<file path="src/rtl/uart_rx_fifo_if.sv">
// MMIO bus bundle between the CPU (master) and the uart_rx_fifo peripheral (slave).
interface uart_rx_fifo_if;
    logic        mem_valid;
    logic [31:0] mem_addr;
    logic [31:0] mem_wdata;
    logic [3:0]  mem_wstrb;
    logic        rx_sel;
    logic        rx_ready;
    logic [31:0] rx_rdata;

    modport master (
        output mem_valid, mem_addr, mem_wdata, mem_wstrb,
        input  rx_sel, rx_ready, rx_rdata
    );

    modport slave (
        input  mem_valid, mem_addr, mem_wdata, mem_wstrb,
        output rx_sel, rx_ready, rx_rdata
    );
endinterface

</file>
<file path="src/rtl/uart_rx_fifo.sv">
// Buffered 8N1 serial receiver with a DEPTH-entry FIFO drained over MMIO, RTS hysteresis flow control.
// Define UART_RX_PARITY_EN for 8E1 frames with parity-error detection (perr).
module uart_rx_fifo #(
    parameter logic [31:0] ADDR  = 32'h4000_2000,
    parameter int          DIV   = 104,
    parameter int          DEPTH = 16
) (
    input  logic          clk,
    input  logic          rst,
    uart_rx_fifo_if.slave bus,
    input  logic          ser_rx,
    output logic          ser_rts
);
    localparam int AW = $clog2(DEPTH);
    localparam int CW = $clog2(DIV);
    localparam logic [CW-1:0] BIT_T  = CW'(DIV - 1);
    localparam logic [CW-1:0] HALF_T = CW'(DIV / 2 - 1);
    localparam logic [AW:0]   CNT_FULL = (AW+1)'(DEPTH);
    localparam logic [AW:0]   CNT_HI   = (AW+1)'(DEPTH - 2);
    localparam logic [AW:0]   CNT_LO   = (AW+1)'(DEPTH - 4);

    typedef enum logic [2:0] {IDLE, START, DATA, PARITY, STOP, WAIT_HIGH} state_t;

    state_t        state, state_n;
    logic [CW-1:0] cnt, cnt_n;
    logic [2:0]    bit_idx, bit_n;
    logic [7:0]    sh, sh_n;
    logic          par, par_n;
    logic          s1, rxd;
    logic          push, ferr_set, perr_set;

    logic [7:0]    mem [DEPTH];
    logic [AW:0]   wr_ptr, rd_ptr, count;
    logic          empty, full;
    logic          ovr, ferr, perr, held;
    logic          is_wr, acc, pop, flush, push_ok, ovr_set;
    logic [1:0]    off;
    logic [2:0]    clr;
    logic [4:0]    cnt5;
    logic [31:0]   rd_val;

    always_ff @(posedge clk or posedge rst) begin
        if (rst) begin
            s1  <= 1'b1;
            rxd <= 1'b1;
        end else begin
            s1  <= ser_rx;
            rxd <= s1;
        end
    end

    always_ff @(posedge clk or posedge rst) begin
        if (rst) begin
            state   <= IDLE;
            cnt     <= '0;
            bit_idx <= '0;
            sh      <= '0;
            par     <= 1'b0;
        end else begin
            state   <= state_n;
            cnt     <= cnt_n;
            bit_idx <= bit_n;
            sh      <= sh_n;
            par     <= par_n;
        end
    end

    always_comb begin
        state_n  = state;
        cnt_n    = cnt + 1'b1;
        bit_n    = bit_idx;
        sh_n     = sh;
        par_n    = par;
        push     = 1'b0;
        ferr_set = 1'b0;
        perr_set = 1'b0;
        unique case (state)
            IDLE: begin
                cnt_n = '0;
                if (!rxd) state_n = START;
            end
            START: if (cnt == HALF_T) begin
                cnt_n   = '0;
                bit_n   = '0;
                state_n = rxd ? IDLE : DATA;
            end
            DATA: if (cnt == BIT_T) begin
                cnt_n = '0;
                sh_n  = {rxd, sh[7:1]};
                bit_n = bit_idx + 3'd1;
                if (bit_idx == 3'd7) begin
`ifdef UART_RX_PARITY_EN
                    state_n = PARITY;
`else
                    state_n = STOP;
`endif
                end
            end
            PARITY: if (cnt == BIT_T) begin
                cnt_n   = '0;
                par_n   = rxd;
                state_n = STOP;
            end
            STOP: if (cnt == BIT_T) begin
                cnt_n = '0;
                // framing error outranks parity error; line must return high before rearming
                if (!rxd) begin
                    ferr_set = 1'b1;
                    state_n  = WAIT_HIGH;
                end else begin
                    state_n = IDLE;
`ifdef UART_RX_PARITY_EN
                    if (^{sh, par}) perr_set = 1'b1;
                    else            push     = 1'b1;
`else
                    push = 1'b1;
`endif
                end
            end
            WAIT_HIGH: begin
                cnt_n = '0;
                if (rxd) state_n = IDLE;
            end
            default: state_n = IDLE;
        endcase
    end

    assign count = wr_ptr - rd_ptr;
    assign empty = (count == '0);
    assign full  = (count == CNT_FULL);
    assign cnt5  = 5'(count);

    assign off   = bus.mem_addr[3:2];
    assign is_wr = |bus.mem_wstrb;
    assign bus.rx_sel = bus.mem_valid && (bus.mem_addr[31:4] == ADDR[31:4]);
    // one access per request: held blocks re-acking while mem_valid lingers after the ack
    assign acc     = bus.rx_sel && !bus.rx_ready && !held;
    assign pop     = acc && !is_wr && (off == 2'd0) && !empty;
    assign flush   = acc && is_wr && (off == 2'd2);
    assign clr     = (acc && is_wr && (off == 2'd1)) ? bus.mem_wdata[2:0] : 3'b000;
    assign push_ok = push && !flush && (!full || pop);
    assign ovr_set = push && !flush && full && !pop;

    always_comb begin
        rd_val = '0;
        if (!is_wr) begin
            case (off)
                2'd0: if (!empty) rd_val = {1'b1, 23'b0, mem[rd_ptr[AW-1:0]]};
                2'd1: rd_val = {16'b0, 3'b0, cnt5, 5'b0, perr, ferr, ovr};
                default: rd_val = '0;
            endcase
        end
    end

    always_ff @(posedge clk or posedge rst) begin
        if (rst) begin
            bus.rx_ready <= 1'b0;
            bus.rx_rdata <= '0;
            held         <= 1'b0;
        end else begin
            bus.rx_ready <= acc;
            bus.rx_rdata <= acc ? rd_val : '0;
            held         <= bus.rx_sel && (held || bus.rx_ready);
        end
    end

    always_ff @(posedge clk or posedge rst) begin
        if (rst) begin
            wr_ptr <= '0;
            rd_ptr <= '0;
        end else if (flush) begin
            rd_ptr <= wr_ptr;
        end else begin
            if (push_ok) wr_ptr <= wr_ptr + 1'b1;
            if (pop)     rd_ptr <= rd_ptr + 1'b1;
        end
    end

    always_ff @(posedge clk) begin
        if (push_ok) mem[wr_ptr[AW-1:0]] <= sh;
    end

    always_ff @(posedge clk or posedge rst) begin
        if (rst) begin
            ovr     <= 1'b0;
            ferr    <= 1'b0;
            perr    <= 1'b0;
            ser_rts <= 1'b0;
        end else begin
            ovr  <= ovr_set  | (ovr  & ~clr[0]);
            ferr <= ferr_set | (ferr & ~clr[1]);
`ifdef UART_RX_PARITY_EN
            perr <= perr_set | (perr & ~clr[2]);
`else
            perr <= 1'b0;
`endif
            if (count >= CNT_HI)      ser_rts <= 1'b1;
            else if (count <= CNT_LO) ser_rts <= 1'b0;
        end
    end

    logic unused;
`ifdef UART_RX_PARITY_EN
    assign unused = ^{bus.mem_wdata[31:3], bus.mem_addr[1:0]};
`else
    assign unused = ^{bus.mem_wdata[31:3], bus.mem_addr[1:0], par, perr_set, clr[2]};
`endif
endmodule

</file>
<file path="src/flat_wrapper.sv">
// flat-port wrapper written by rule: the top's interface ports become plain ports
module uart_rx_fifo_flat 
#(
    parameter logic [31:0] ADDR  = 32'h4000_2000,
    parameter int          DIV   = 104,
    parameter int          DEPTH = 16
)
  (clk, rst, ser_rx, ser_rts, bus_mem_valid, bus_mem_addr, bus_mem_wdata, bus_mem_wstrb, bus_rx_sel, bus_rx_ready, bus_rx_rdata);
  uart_rx_fifo_if bus_i ();
  input  logic clk;
  input  logic rst;
  input  logic ser_rx;
  output logic ser_rts;
  input wire logic [$bits(bus_i.mem_valid)-1:0] bus_mem_valid;
  input wire logic [$bits(bus_i.mem_addr)-1:0] bus_mem_addr;
  input wire logic [$bits(bus_i.mem_wdata)-1:0] bus_mem_wdata;
  input wire logic [$bits(bus_i.mem_wstrb)-1:0] bus_mem_wstrb;
  output wire logic [$bits(bus_i.rx_sel)-1:0] bus_rx_sel;
  output wire logic [$bits(bus_i.rx_ready)-1:0] bus_rx_ready;
  output wire logic [$bits(bus_i.rx_rdata)-1:0] bus_rx_rdata;
  assign bus_i.mem_valid = bus_mem_valid;
  assign bus_i.mem_addr = bus_mem_addr;
  assign bus_i.mem_wdata = bus_mem_wdata;
  assign bus_i.mem_wstrb = bus_mem_wstrb;
  assign bus_rx_sel = bus_i.rx_sel;
  assign bus_rx_ready = bus_i.rx_ready;
  assign bus_rx_rdata = bus_i.rx_rdata;
  uart_rx_fifo #(.ADDR(ADDR), .DIV(DIV), .DEPTH(DEPTH)) u_core (.clk(clk), .rst(rst), .bus(bus_i), .ser_rx(ser_rx), .ser_rts(ser_rts));
endmodule
</file>
<file path="config.mk">
export PLATFORM = sky130hd
export DESIGN_NAME = uart_rx_fifo_flat
export DESIGN_NICKNAME = d
export VERILOG_FILES = /design/src/rtl/uart_rx_fifo_if.sv /design/src/rtl/uart_rx_fifo.sv /design/src/flat_wrapper.sv
export SDC_FILE = /design/constraint.sdc
export NUM_CORES = 1
export LEC_CHECK = 0
export ABC_AREA = 1
export BUFFER_PORTS_ARGS = -buffer_cell sky130_fd_sc_hd__buf_2
export CAP_MARGIN = 20
export CORE_MARGIN = 3
export CORE_UTILIZATION = 35
export DETAILED_ROUTE_END_ITERATION = 10
export GPL_TIMING_DRIVEN = 0
export PLACE_DENSITY_LB_ADDON = 0.1
export REMOVE_ABC_BUFFERS = 1
export SLEW_MARGIN = 20
export SYNTH_ARGS = -nofsm -noshare
export SYNTH_HDL_FRONTEND = slang
export SYNTH_SLANG_ARGS = --single-unit
</file>
<file path="constraint.sdc">
create_clock -name clk -period 2.8 [get_ports clk]
set_input_delay 0 -clock clk [delete_from_list [all_inputs] [get_ports clk]]
set_output_delay 0 -clock clk [all_outputs]
set_load 0.05 [all_outputs]
</file>
# Yosys cells after proc, flatten, opt, wreduce, memory -nomap -nowiden
# Memories as Yosys holds them, arrays and structs flattened.
# Index checks and enable logic that the tools add are counted.
# totals
ff_bits,70
ramBits,128
wordCells,117
input_bits,72
memories,1
# mem_list
memory,depth,width,read_ports,rd_clocked_by_memory_dff,wr,line_no,rtl
u_core.mem,16,8,1,0,1,uart_rx_fifo.sv:32,logic [7:0] mem [DEPTH];
# op_classes
n_addsub,5
n_reduce_logical,36
muxes,33
bitwise_logic,7
n_lt_le_gt_ge,2
eq_ne,19
# op_table
operator,count
$mux 32,3
$pmux 32 s2,1
$mux 3,10
$eq 28x27->1 const B,1
$pmux 7 s3,1
$pmux 3 s6,1
$logic_and 1x1->1,14
$mux 7,2
$ne 2x1->1 const B,6
$add 5x1->5 const B,2
$mux 1,10
$mux 5,2
$eq 3x3->1 const B,3
$add 7x1->7 const B,1
$eq 7x6->1 const B,1
$eq 7x7->1 const B,1
$logic_not 1->1,7
$reduce_and 7->1,1
$eq 3x2->1 const B,2
$pmux 3 s2,1
$reduce_bool 2->1,3
$eq 5x5->1 const B,1
$ge 5x4->1 const B,1
$le 5x4->1 const B,1
other kinds (19),26

# Logic depth before layout (Yosys ltp)
# logic_depth
ltp_word,11
depth_mapped,16
mapped_depth_nobuf,15

# Worst setup path after synthesis
# Ideal clock, no wire load.
# synth_timing
path_type,register to register
startpoint,register u_core.rd_ptr[2]
endpoint,memory u_core.mem[4][0] (enable)
path_buffers,3
synth_period_minus_slack_ns,3.117
setup_slack_ns,-0.317
path_stages_with_launch,15
arrival_time_ns,2.734
cell_sequence,dfrtp_1 clkbuf_1 inv_1 clkbuf_1 ha_1 a21oi_1 nand3_1 nand3_1 nor2_2 nor2_8 nand2_4 nand2_4 nand2_4 buf_6 nor3_1
# synth_between
elab_chain_cells,8
# synth_rtl
element,line_no,rtl
from (decl),uart_rx_fifo.sv:33,"logic [AW:0] wr_ptr, rd_ptr, count;"
from (signal assigned),uart_rx_fifo.sv:172,rd_ptr <= wr_ptr;
from (signal assigned),uart_rx_fifo.sv:175,if (pop) rd_ptr <= rd_ptr + 1'b1;
$sub 5x5->5 (*),uart_rx_fifo.sv:128,assign count = wr_ptr - rd_ptr;
$logic_not 5->1,uart_rx_fifo.sv:129,assign empty = (count == '0);
$logic_not 1->1,uart_rx_fifo.sv:138,assign pop = acc && !is_wr && (off == 2'd0) && !empty;
$logic_and 1x1->1,uart_rx_fifo.sv:138,
$logic_or 1x1->1 (*),uart_rx_fifo.sv:141,assign push_ok = push && !flush && (!full || pop);
$logic_and 1x1->1 (*),uart_rx_fifo.sv:141,
$mux 1 (*),uart_rx_fifo.sv:180,if (push_ok) mem[wr_ptr[AW-1:0]] <= sh;
$mux 1 (implied by the code) (*),uart_rx_fifo.sv:180,
to (decl),uart_rx_fifo.sv:32,
# Every way passes the cells marked *; elsewhere a longest branch is shown, timed or not.

# Worst setup path after layout
# layout_timing
startpoint,register u_core.rd_ptr[2]
endpoint,memory u_core.mem[9][7] (enable)
# Same word-level chain as after synthesis.

==> results.yml <==
critical_path:
  max_stage_delay_ns: 0.49
  worstPathArrival_ns: 2.82
  cp_common_cell: "nand2_8"
  cp_max_fo: 7
  critical-path-top-delay-family: "simple AND/OR/NAND/NOR gates"
  crit_chain: "clkinvlp_4 -> ha_1 -> a21oi_1 -> nand3_1 -> nand3_2 -> nor2_4 -> nor2_8 -> nand2_8 -> nand2_8 -> nand2_8 -> nor3_4 -> buf_6"
  worstPathRequired_ns: 2.94
  end_kind: "flop"
  slowest_stage: "dfrtp_2"
  crit_type: "reg2reg"
  path_buf_inv: 2
  start_kind: "flop"
timing:
  slew_headroom_pct: 50.4
  drv_slew: 0
  hold_viol: 0
  fin_skew_ns: 0.00913
  fin_setup_tns_ns: 0
  worst_pin_slew_ns: 0.742
  setup_violations: 0
  finalCritPeriodShare_pct: 95.7
  fin_crit_ns: 2.68
  worst_slack_ns: 0.120
  clock.fmax_ghz: 0.373
clocking:
  cts_tree: "done"
  cts_root_buf: "clkbuf_16"
  cts_buffers: 17
  clk_pin_slew_ns: 0.07
  clkSinkCount: 180
  cts_buffer_depth: 2
  clock_latency_ns: 0.43
  htreeDepth: 4
die:
  core_sq_um: 22800
  dieWidth_um: 159
  die_area_sq_um: 25100
  fp.dieH_um: 159
  rows: 55
  start_util_pct: 35.7
  io_pins: 107
synth:
  synth_edf_count: 128
  syn_area_per_cell_sq_um: 10.4
  synth_ff_type: "edfxtp_1"
  synth-seq-cells: 180
  async_flop_share_pct: 28.9
  syn_inst: 780
  ys_seq_area_share_pct: 63.2
  yosys.cell_types.count: 37
  ys_warn_count: 0
  syn_area_sq_um: 8140
drt:
  drt-total-wl_mm: 20.0
  drc: 0
  drtPass1Iterations: 5
  vias_per_cell: 4.87
  wl_per_cell_um: 16.7
  vias: 5847
  drtIter0Drc: 400
  ant_nets: 0
finish:
  final_cell_mix: "nand2_1, edfxtp_1, nor2_1"
  drive_above_1_share_pct: 20.5
  multi_input_area_sq_um: 2840
  final_common_cell: "nand2_1"
  area_delta_synth_final_pct: 24.1
  seq_area_sq_um: 5160
  fin_util_pct: 44.4
  fin_nets: 960
  fillers: 2169
  num_antenna_cells: 0
hold_path:
  hold_path.class: "in2reg"
power_and_ir_drop:
  swShare_pct: 21.2
  pwr-share-seq_pct: 49.7
  intPower_uw: 4480
  p_leak_uw: 0.00431
  p_switching_uw: 1210
  pwr_density_cell_nw_per_um2: 563
  clock_power_share_pct: 47.8
  pwr-share-comb_pct: 2.5
  ir_drop_v: 0.000387
run:
  cap_violations: 0
placement:
  post-place-ws_ns: -1.78
  gp_congestion: 0.808
  hpwl_mm: 12.7
  numPortBuffers: 56
global_route:
  grt_max_degree: 66
  grt_pass1_vias: 5788
  grt_usage_pct: 16.6
  antenna_found_initial: 0
  grt_pass1_wl_mm: 31.9
  grt_remaining_overflow: 0
status:
  status: "finished, final reports clean"
==> repair_timing <==
item                       4_1_cts  5_1_grt
setup endpoints to repair      150      130
setup buffers                   22        6
hold buffers                    10        0
hold endpoints to repair        60        0
resized for setup               38       17
pin swaps                       16       11
cloned                           1        0
==> power by group through the flow <==
stage | registers, uW | clock network [uW] | logic, uW
after floorplan | 2880 | 0 | 87.3
after global placement | 2880 | 0 | 130
after detailed placement | 2880 | 0 | 133
after CTS | 2830 | 2760 | 142
after global routing | 2830 | 2880 | 157
final | 2830 | 2720 | 141
==> cell usage after synthesis, drive strengths merged (11+ instances only) <==
cell type,count,area share (%)
nor3,24,1.5
ha,12,1.8
nor2,74,3.9
inv,56,2.6
edfxtp,128,47
o21ai,19,1.2
clkbuf,13,0.60
a32o,14,1.7
a21oi,52,3.2
nand2,197,9.4
buf,32,2.6
nand3,61,3.8
dfrtp,50,15
nand4,11,0.85
==> state kept, by name, summed over array words and instances (netlist names) <==
name,count
u_core.bit_idx,3
u_core.bus.rx_rdata,14
u_core.bus.rx_ready,1
u_core.cnt,7
u_core.ferr,1
u_core.held,1
u_core.mem,128
u_core.ovr,1
u_core.rd_ptr,5
u_core.rxd,1
u_core.s1,1
u_core.ser_rts,1
u_core.sh,8
u_core.state,3
u_core.wr_ptr,5
==> metal layers <==
metal / wire (um) / vias to the layer above / GRT usage [%]
met3: 752 / 24 / 3.26
met1: 9290 / 2821 / 22.9
met2: 9640 / 140 / 26.8
met5: 0 / - / 0
li1: - / 2862 / -
met4: 334 / 0 / 5.00
==> layout make-up <==
class / count / share of cell area, %
Clock buffer: 17 / 4.21
Clock inverter: 15 / 2.41
Inverter: 56 / 2.43
Multi-Input combinational cell: 517 / 28.1
Sequential cell: 180 / 51.0
Tap cell: 313 / 3.88
Timing Repair Buffer: 103 / 7.95
==> worst register-to-register path, delay by kind of cell (launching register included) <==
kind                     cells  cell delay, ns
flip-flops                   1            0.49
buffers and inverters        2            0.32
AO/OA/AOI/OAI                1            0.20
adder cells (fa/ha/maj)      1            0.36
AND/OR/NAND/NOR              8            1.01
==> worst paths after layout <==
kind	start	to	slack, ns	cells past startpoint
worst max-delay path	u_core.rd_ptr[2]$_DFFE_PP0P_	u_core.mem[9][7]$_DFFE_PP_	0.12	12
worst min-delay path	bus_mem_addr[9]	u_core.bus.rx_ready$_DFF_PP0_	0.02	6
worst max register to register	u_core.rd_ptr[2]$_DFFE_PP0P_	u_core.mem[9][7]$_DFFE_PP_	0.12	12
worst min register to register	u_core.s1$_DFF_PP1_	u_core.rxd$_DFF_PP1_	0.36	0
max in group asynchronous	rst	u_core.rd_ptr[1]$_DFFE_PP0P_	2.02	3
min in group asynchronous	rst	u_core.ser_rts$_DFFE_PP0P_	0.24	3
==> logic make-up after synthesis <==
logic type	Yosys count	synth area share [%]
other cells	1	0.0461
compound gates	102	7.71
buf+inv	101	5.76
mux	5	0.692
flops	180	63.2
xor+xnor	8	0.861
simple gates	370	19.6
fa+ha+maj	13	2.09
==> stage by stage <==
step	cells	hold WS, ns	cell area, sq um	power, uW
CTS	1195	0.00780	9990	5730
floorplan	752	0.00448	7950	2970
global route	1201	0.0539	10100	5870
global placement	1121	0.109	8620	3010
finish	1201	0.0212	10100	5690
detailed placement	1130	0.109	8770	3020
(Power assumes the default switching activity.)
